[src/rtl/matrix_host_port.sv]
// matrix_host_port: host front end to the matrix coprocessor shared RAM.
// Optional build macro HOST_TIMEOUT_EN adds a WAIT_DONE watchdog and err flag.
module matrix_host_port #(
    parameter int MEM_RD_LAT     = 1,
    parameter int RESULT_BASE    = 25,
    parameter int OVF_ADDR       = 50,
    parameter int TIMEOUT_CYCLES = 1000000
) (
    input  logic        clk,
    input  logic        reset,
    input  logic        go,
    input  logic [1:0]  size,
    output logic        busy,
    input  logic        in_valid,
    output logic        in_ready,
    input  logic [15:0] in_data,
    output logic        out_valid,
    input  logic        out_ready,
    output logic [7:0]  out_data,
    output logic        out_last,
    output logic [6:0]  mem_addr,
    output logic [15:0] mem_data,
    output logic        mem_we,
    input  logic [15:0] mem_q,
    output logic        cop_start,
    input  logic        cop_done,
    output logic        err
);

    localparam logic [6:0] RES_A = 7'(RESULT_BASE);
    localparam logic [6:0] OVF_A = 7'(OVF_ADDR);
    localparam logic [1:0] LAT_A = 2'(MEM_RD_LAT);

    typedef enum logic [2:0] {
        S_IDLE,
        S_LOAD,
        S_START,
        S_WAIT,
        S_RD_ISSUE,
        S_RD_WAIT,
        S_EMIT
    } state_t;

    state_t      state_q, state_d;
    logic [1:0]  size_q, size_d;
    logic [4:0]  k_q, k_d;
    logic [2:0]  lr_q, lr_d;
    logic [2:0]  lc_q, lc_d;
    logic [2:0]  rr_q, rr_d;
    logic [2:0]  rc_q, rc_d;
    logic        ovf_q, ovf_d;
    logic [1:0]  lat_q, lat_d;
    logic [6:0]  mem_addr_q, mem_addr_d;
    logic [15:0] mem_data_q, mem_data_d;
    logic        mem_we_q, mem_we_d;
    logic        cop_start_q, cop_start_d;
    logic        out_valid_q, out_valid_d;
    logic [7:0]  out_data_q, out_data_d;
    logic        out_last_q, out_last_d;

    logic [2:0]  n;
    logic        load_in;
    logic [6:0]  rd_slot;
    logic        unused_ok;

    // Active edge length N and slot classification for the load walk.
    assign n       = {1'b0, size_q} + 3'd2;
    assign load_in = (lr_q < n) && (lc_q < n);
    assign rd_slot = 7'(rr_q) * 7'd5 + 7'(rc_q);

`ifdef HOST_TIMEOUT_EN
    localparam int TW = $clog2(TIMEOUT_CYCLES + 1);
    logic [TW-1:0] wd_q, wd_d;
    logic          err_q, err_d;
    assign err       = err_q;
    assign unused_ok = ^mem_q[15:8];
`else
    assign err       = 1'b0;
    assign unused_ok = ^{mem_q[15:8], TIMEOUT_CYCLES[0]};
`endif

    assign busy      = (state_q != S_IDLE);
    assign mem_addr  = mem_addr_q;
    assign mem_data  = mem_data_q;
    assign mem_we    = mem_we_q;
    assign cop_start = cop_start_q;
    assign out_valid = out_valid_q;
    assign out_data  = out_data_q;
    assign out_last  = out_last_q;

    // Next-state and registered-output decisions for the whole sequence.
    always_comb begin
        state_d     = state_q;
        size_d      = size_q;
        k_d         = k_q;
        lr_d        = lr_q;
        lc_d        = lc_q;
        rr_d        = rr_q;
        rc_d        = rc_q;
        ovf_d       = ovf_q;
        lat_d       = lat_q;
        mem_addr_d  = mem_addr_q;
        mem_data_d  = mem_data_q;
        mem_we_d    = 1'b0;
        cop_start_d = 1'b0;
        out_valid_d = out_valid_q;
        out_data_d  = out_data_q;
        out_last_d  = out_last_q;
        in_ready    = 1'b0;
`ifdef HOST_TIMEOUT_EN
        wd_d        = wd_q;
        err_d       = err_q;
`endif
        unique case (state_q)
            S_IDLE: begin
                if (go) begin
                    size_d  = size;
                    k_d     = 5'd0;
                    lr_d    = 3'd0;
                    lc_d    = 3'd0;
                    state_d = S_LOAD;
                end
            end
            S_LOAD: begin
                in_ready = load_in;
                // Out-of-range slots are zero-filled without a handshake.
                if (!load_in || in_valid) begin
                    mem_addr_d = {2'b00, k_q};
                    mem_data_d = load_in ? in_data : 16'h0000;
                    mem_we_d   = 1'b1;
                    k_d        = k_q + 5'd1;
                    if (lc_q == 3'd4) begin
                        lc_d = 3'd0;
                        lr_d = lr_q + 3'd1;
                    end else begin
                        lc_d = lc_q + 3'd1;
                    end
                    if (k_q == 5'd24) begin
                        state_d = S_START;
                    end
                end
            end
            S_START: begin
                cop_start_d = 1'b1;
                state_d     = S_WAIT;
`ifdef HOST_TIMEOUT_EN
                wd_d        = '0;
`endif
            end
            S_WAIT: begin
                if (cop_done) begin
                    rr_d    = 3'd0;
                    rc_d    = 3'd0;
                    ovf_d   = 1'b0;
                    state_d = S_RD_ISSUE;
                end
`ifdef HOST_TIMEOUT_EN
                else if (wd_q == TW'(TIMEOUT_CYCLES - 1)) begin
                    err_d   = 1'b1;
                    state_d = S_IDLE;
                end else begin
                    wd_d = wd_q + TW'(1);
                end
`endif
            end
            S_RD_ISSUE: begin
                mem_addr_d = ovf_q ? OVF_A : (RES_A + rd_slot);
                lat_d      = 2'd0;
                state_d    = S_RD_WAIT;
            end
            S_RD_WAIT: begin
                // One cycle for the address to reach the RAM, then its latency.
                if (lat_q == LAT_A) begin
                    out_data_d  = ovf_q ? {7'b0, mem_q[0]} : mem_q[7:0];
                    out_last_d  = ovf_q;
                    out_valid_d = 1'b1;
                    state_d     = S_EMIT;
                end else begin
                    lat_d = lat_q + 2'd1;
                end
            end
            S_EMIT: begin
                if (out_ready) begin
                    out_valid_d = 1'b0;
                    out_last_d  = 1'b0;
                    if (ovf_q) begin
                        state_d = S_IDLE;
                    end else begin
                        state_d = S_RD_ISSUE;
                        if (rc_q + 3'd1 < n) begin
                            rc_d = rc_q + 3'd1;
                        end else if (rr_q + 3'd1 < n) begin
                            rr_d = rr_q + 3'd1;
                            rc_d = 3'd0;
                        end else begin
                            ovf_d = 1'b1;
                        end
                    end
                end
            end
            default: begin
                state_d = S_IDLE;
            end
        endcase
    end

    // State and output registers; reset clears everything at once.
    always_ff @(posedge clk) begin
        if (reset) begin
            state_q     <= S_IDLE;
            size_q      <= 2'd0;
            k_q         <= 5'd0;
            lr_q        <= 3'd0;
            lc_q        <= 3'd0;
            rr_q        <= 3'd0;
            rc_q        <= 3'd0;
            ovf_q       <= 1'b0;
            lat_q       <= 2'd0;
            mem_addr_q  <= 7'd0;
            mem_data_q  <= 16'h0000;
            mem_we_q    <= 1'b0;
            cop_start_q <= 1'b0;
            out_valid_q <= 1'b0;
            out_data_q  <= 8'h00;
            out_last_q  <= 1'b0;
        end else begin
            state_q     <= state_d;
            size_q      <= size_d;
            k_q         <= k_d;
            lr_q        <= lr_d;
            lc_q        <= lc_d;
            rr_q        <= rr_d;
            rc_q        <= rc_d;
            ovf_q       <= ovf_d;
            lat_q       <= lat_d;
            mem_addr_q  <= mem_addr_d;
            mem_data_q  <= mem_data_d;
            mem_we_q    <= mem_we_d;
            cop_start_q <= cop_start_d;
            out_valid_q <= out_valid_d;
            out_data_q  <= out_data_d;
            out_last_q  <= out_last_d;
        end
    end

`ifdef HOST_TIMEOUT_EN
    // Watchdog counter and sticky error flag.
    always_ff @(posedge clk) begin
        if (reset) begin
            wd_q  <= '0;
            err_q <= 1'b0;
        end else begin
            wd_q  <= wd_d;
            err_q <= err_d;
        end
    end
`endif

endmodule

[config.mk]
export PLATFORM = sky130hd
export DESIGN_NAME = matrix_host_port
export DESIGN_NICKNAME = d
export VERILOG_FILES = /design/src/rtl/matrix_host_port.sv
export SDC_FILE = /design/constraint.sdc
export NUM_CORES = 1
export LEC_CHECK = 0
export CORE_UTILIZATION = 45
export CTS_CLUSTER_DIAMETER = 30
export DETAILED_ROUTE_END_ITERATION = 10
export PLACE_DENSITY_LB_ADDON = 0.15
export REMOVE_ABC_BUFFERS = 1
export SKIP_CTS_REPAIR_TIMING = 1
export SLEW_MARGIN = 25
export SYNTH_ARGS = -nofsm -noshare
export SYNTH_HDL_FRONTEND = slang
export SYNTH_SLANG_ARGS = --single-unit
[constraint.sdc]
create_clock -name clk -period 2.3 [get_ports clk]
set_input_delay 0.23 -clock clk [delete_from_list [all_inputs] [get_ports clk]]
set_output_delay 0.23 -clock clk [all_outputs]
set_load 0.02 [all_outputs]
### Yosys cells after proc, flatten, opt, wreduce, memory -nomap -nowiden

Cells that the tools add are included.

| operators by class | value |
|---|---|
| add/sub/neg operators | 9 |
| multiply operators | 1 |
| magnitude comparators | 4 |
| eq/ne operators | 21 |
| muxes and demuxes | 50 |
| bitwise operators | 1 |
| reductions and logical operators | 23 |

Operator list:

| cell | count |
|---|---|
| two-way mux 3 bit | 21 |
| case mux 3 bit (2 select lines) | 4 |
| != test 2 bit (second input constant) | 11 |
| case mux 3 bit (7 select lines) | 1 |
| two-way mux 16 bit | 1 |
| two-way mux 7 bit | 2 |
| case mux 7 bit (2 select lines) | 1 |
| adder 3 x 1 -> 3 bit (second input constant) | 4 |
| == test 3 bit (second input constant) | 4 |
| less-than comparator 3 bit | 4 |
| AND reduction 6 bit | 2 |
| two-way mux 1 bit | 11 |
| two-way mux 5 bit | 2 |
| case mux 5 bit (2 select lines) | 1 |
| AND reduction 2 bit | 5 |
| nonzero test 2 bit | 5 |
| AND reduction 3 bit | 3 |
| two-way mux 8 bit | 1 |
| adder 5 x 7 -> 7 bit (first input constant) | 1 |
| adder 6 x 3 -> 7 bit | 1 |
| == test 3 x 2 -> 1 bit (second input constant) | 2 |
| multiplier 3 x 3 -> 6 bit (second input constant) | 1 |
| case mux 1 bit (2 select lines) | 3 |
| adder 5 x 1 -> 5 bit (second input constant) | 1 |
| 17 further kinds | 17 |

| storage, ports and cells | value |
|---|---|
| register bits after elaboration | 60 |
| input bits | 40 |
| output and inout bits | 38 |
| word-level logic and storage cells | 125 |

### Depth between registers and ports, before layout

| logic depth | value |
|---|---|
| depth in word-level cells | 7 |
| mapped depth | 10 |
| mapped depth without buffers | 10 |

### Worst setup path before layout

Ideal clock, no wire load.

| path | value |
|---|---|
| path type | flip-flop to flip-flop |
| start | register rr_q[0] |
| end | register mem_addr_q[5] (netlist: mem_addr[5]) |
| library setup time | 0.132 ns |
| data arrival time | 2.213 ns |
| data required time | 2.168 ns |
| slack | -0.045 ns |
| stages on the path, launching flop included | 11 |
| buffers on the path | 0 |
| path through | dfxtp_1 -> inv_1 -> fa_1 -> inv_1 -> ha_1 -> fa_1 -> a21o_1 -> a21oi_1 -> xor2_1 -> o21ai_0 -> a21oi_1 |

| between the ends | value |
|---|---|
| cells in the longest elaborated chain, start to end | 5 |

Ends and longest elaborated chain:

| what | RTL line | RTL |
|---|---|---|
| start: declaration | 49 | `logic [2:0] rr_q, rr_d;` |
| start signal: assignment | 232 | `rr_q <= rr_d;` |
| multiplier 3 x 3 -> 6 bit | 69 | `assign rd_slot = 7'(rr_q) * 7'd5 + 7'(rc_q);` |
| adder 6 x 3 -> 7 bit | 69 |  |
| adder 5 x 7 -> 7 bit | 167 | `mem_addr_d = ovf_q ? OVF_A : (RES_A + rd_slot);` |
| two-way mux 7 bit | 167 |  |
| case mux 7 bit (2 select lines) | 114 | `unique case (state_q)` |
| end signal: assignment | 236 | `mem_addr_q <= mem_addr_d;` |
| end: declaration | 53 | `logic [6:0] mem_addr_q, mem_addr_d;` |

No other way between the ends.
A chain may end at the register's enable or synchronous reset.

### Final worst setup path

Same ends and word-level chain as after synthesis.

==> flow_summary.yaml <==
sta:
  fin_crit_sh: 0.981
  fmax_mhz: 443
  rsz0062_at_grt: "yes"
  fin_tns_setup_ns: 0
  fin_skew_ns: 0.0145
  whs_ns: 0.288
  finalSetupViolCount: 0
  slew_viol_final: 0
  min_period_ns: 2.26
  worst_slew_pin_slew_ns: 0.640
  slew_headroom: 0.573
  hold_viol_final: 0
die:
  fp.dieH_um: 86.3
  ios: 78
  die_area_sq_mm: 0.00745
  start_util: 0.468
  core_sq_mm: 0.00683
  die_w_um: 86.3
  row_count: 30
placed_design:
  place_congestion: 0.783
  dp_hpwl_um: 5500
  numPortBuffers: 68
  dp.cells: 514
synthesis:
  synth_area_leader_cell: "dfxtp_1"
  synth_top_area_frac: 0.376
  async_flop_share: 0
  ys_warn_count: 0
  synth-edff-count: 0
  seq_area_frac_synth: 0.376
  synthCells: 349
  ys.flop_type: "dfxtp_1"
  ys_types: 59
  ys_ff_latch: 60
  synth_area_sq_mm: 0.00320
  avgSynthCellArea_sq_um: 9.16
  ys_top_cells_by_area: "dfxtp_1 38%, ha_1 10%, a22o_1 4.4%, a21oi_1 4.1%, nand2_1 2.6%"
clock_tree:
  clk_pin_slew_ns: 0.07
  insertion_delay_ns: 0.35
  htree_levels: 3
  cts_tree: "yes"
  numClockSinks: 60
  cts_root_buffer: "clkbuf_8"
  cts_max_path_buffers: 2
  numCtsBuffers: 9
job:
  drv_cap: 0
global_routing:
  grt_usage: 0.207
  grt_pass1_wl_um: 11900
  grt_overflow: 0
  antenna_found_initial: 0
  grt_pass1_vias: 2557
  grt_max_degree: 20
final_layout:
  diodes: 0
  instances_no_fill: 530
  final_common_cell: "clkdlybuf4s50_1"
  fin_util: 0.626
  layout_common_cells: "66 x clkdlybuf4s50_1, 58 x dfxtp_1, 24 x a21oi_1, 24 x ha_1"
  final_nets: 497
  fillers: 621
  area_growth_pct: 33.8
  drive_gt1_frac: 0.143
worst_setup_path:
  arrival_ns: 2.53
  endpoint: "mem_addr[5]"
  timing.rr.end: "mem_addr[5]"
  cp_max_fo: 2
  startpoint: "rr_q[0]"
  worst-setup-path-type: "reg -> reg"
  crit_path_start_kind: "flop"
  cp_slowest_cell: "fa_1"
  r2r_start: "rr_q[0]"
  r2r_cells: 10
  end_kind: "flop"
  reg2reg_slack_ns: 0.04
  crit_path_max_incr_delay_ns: 0.54
  cp_cell_sequence: "inv_2 > fa_1 > inv_1 > ha_2 > fa_2 > a21o_1 > a21oi_2 > xor2_1 > o21ai_1 > a21oi_1"
  worst_ep_required_time_ns: 2.57
detailed_routing:
  vias_per_cell: 5.25
  met3WireLength_um: 311
  final_antenna_net_count: 0
  wl_met2_um: 3570
  wl_per_cell_um: 14.0
  drtIter0Drc: 82
  top_layer_used: "met4"
  vias: 2784
  wl_met1_um: 3440
  dr.pass1.iters: 4
  drt-total-wl_um: 7410
  drcViolationCount: 0
min_path:
  hp-class: "in -> reg"
  hold_start: "reset"
pwr:
  finalPower_w: 0.00234
  pwr_density_cell_mw_per_mm2: 548
  vdd_drop_max_uv: 300
  leakagePower_nw: 1.72
status:
  status: "complete, no violations"
[how the worst min path moves through the flow]
stage / end / slack [ns] / depth (start not counted)
floorplan: mem_addr[2] / 0.29 / 1
global placement: out_valid / 0.44 / 2
detailed placement: out_valid / 0.45 / 2
CTS: state_q[1] / 0.28 / 2
global route: state_q[1] / 0.30 / 2
finish: state_q[1] / 0.29 / 2
[registers in the layout (all words and copies together), names as in the netlist]
signal     flops
mem_data      16
out_data       8
mem_addr       7
k_q            5
lc_q           3
lr_q           3
rc_q           3
rr_q           3
state_q        3
lat_q          2
size_q         2
cop_start      1
mem_we         1
out_last       1
out_valid      1
ovf_q          1
[cell families (layout without fill, tap and decap cells)]
family,count (synthesis),count (layout),share of synthesized area
AO/OA/AOI/OAI,96,96,0.211
XOR/XNOR,4,4,0.0110
adder cells (fa/ha/maj),28,28,0.114
buffers and inverters,38,123,0.0595
flip-flops,60,60,0.376
multiplexers,8,8,0.0254
other,1,1,0.00117
AND/OR/NAND/NOR,114,114,0.202
[layout make-up]
type | instances | area [sq um] | area share
well taps | 96 | 120 | 0.0281
flip-flops and latches | 60 | 1200 | 0.281
clock inverters | 7 | 76.3 | 0.0178
inverters | 18 | 67.6 | 0.0158
clock buffers | 9 | 124 | 0.0289
repair buffers | 89 | 848 | 0.198
multi-input cells | 251 | 1840 | 0.430
[synthesized netlist by cell type (8+ instances only)]
cell type / count
nand2_1: 22
buf_2: 8
o21ai_0: 12
nand3_1: 14
inv_1: 18
nor3_1: 8
dfxtp_1: 60
ha_1: 26
a21oi_1: 26
nor2_1: 22
a22o_1: 16
[critical path: cells and delay by family, from the launching register on]
family	cells	cell delay (ns)
compound gates	4	0.53
xor+xnor	1	0.15
fa+ha+maj	3	1.09
flops	1	0.34
buf+inv	2	0.10
[where the power goes]
group	internal (W)	switching, W
logic	0.000154	0.000151
clock network	0.000505	0.000449
registers	0.00106	0.0000223
[routing by layer]
metal / vias up / global-route usage
met4: 0 / 0.0727
met3: 7 / 0.0533
met2: 52 / 0.353
met1: 1299 / 0.253
met5: - / 0
li1: 1426 / -
[metrics by stage]
stage / setup WS, ns / area [sq um]
2_1_floorplan: -0.0387 / 3080
3_3_place_gp: 0.0135 / 4040
3_5_place_dp: -0.0231 / 4040
4_1_cts: -0.216 / 4240
5_1_grt: -0.0561 / 4280
6_report: 0.0429 / 4280
No activity file was read; power rests on OpenSTA's default activity.
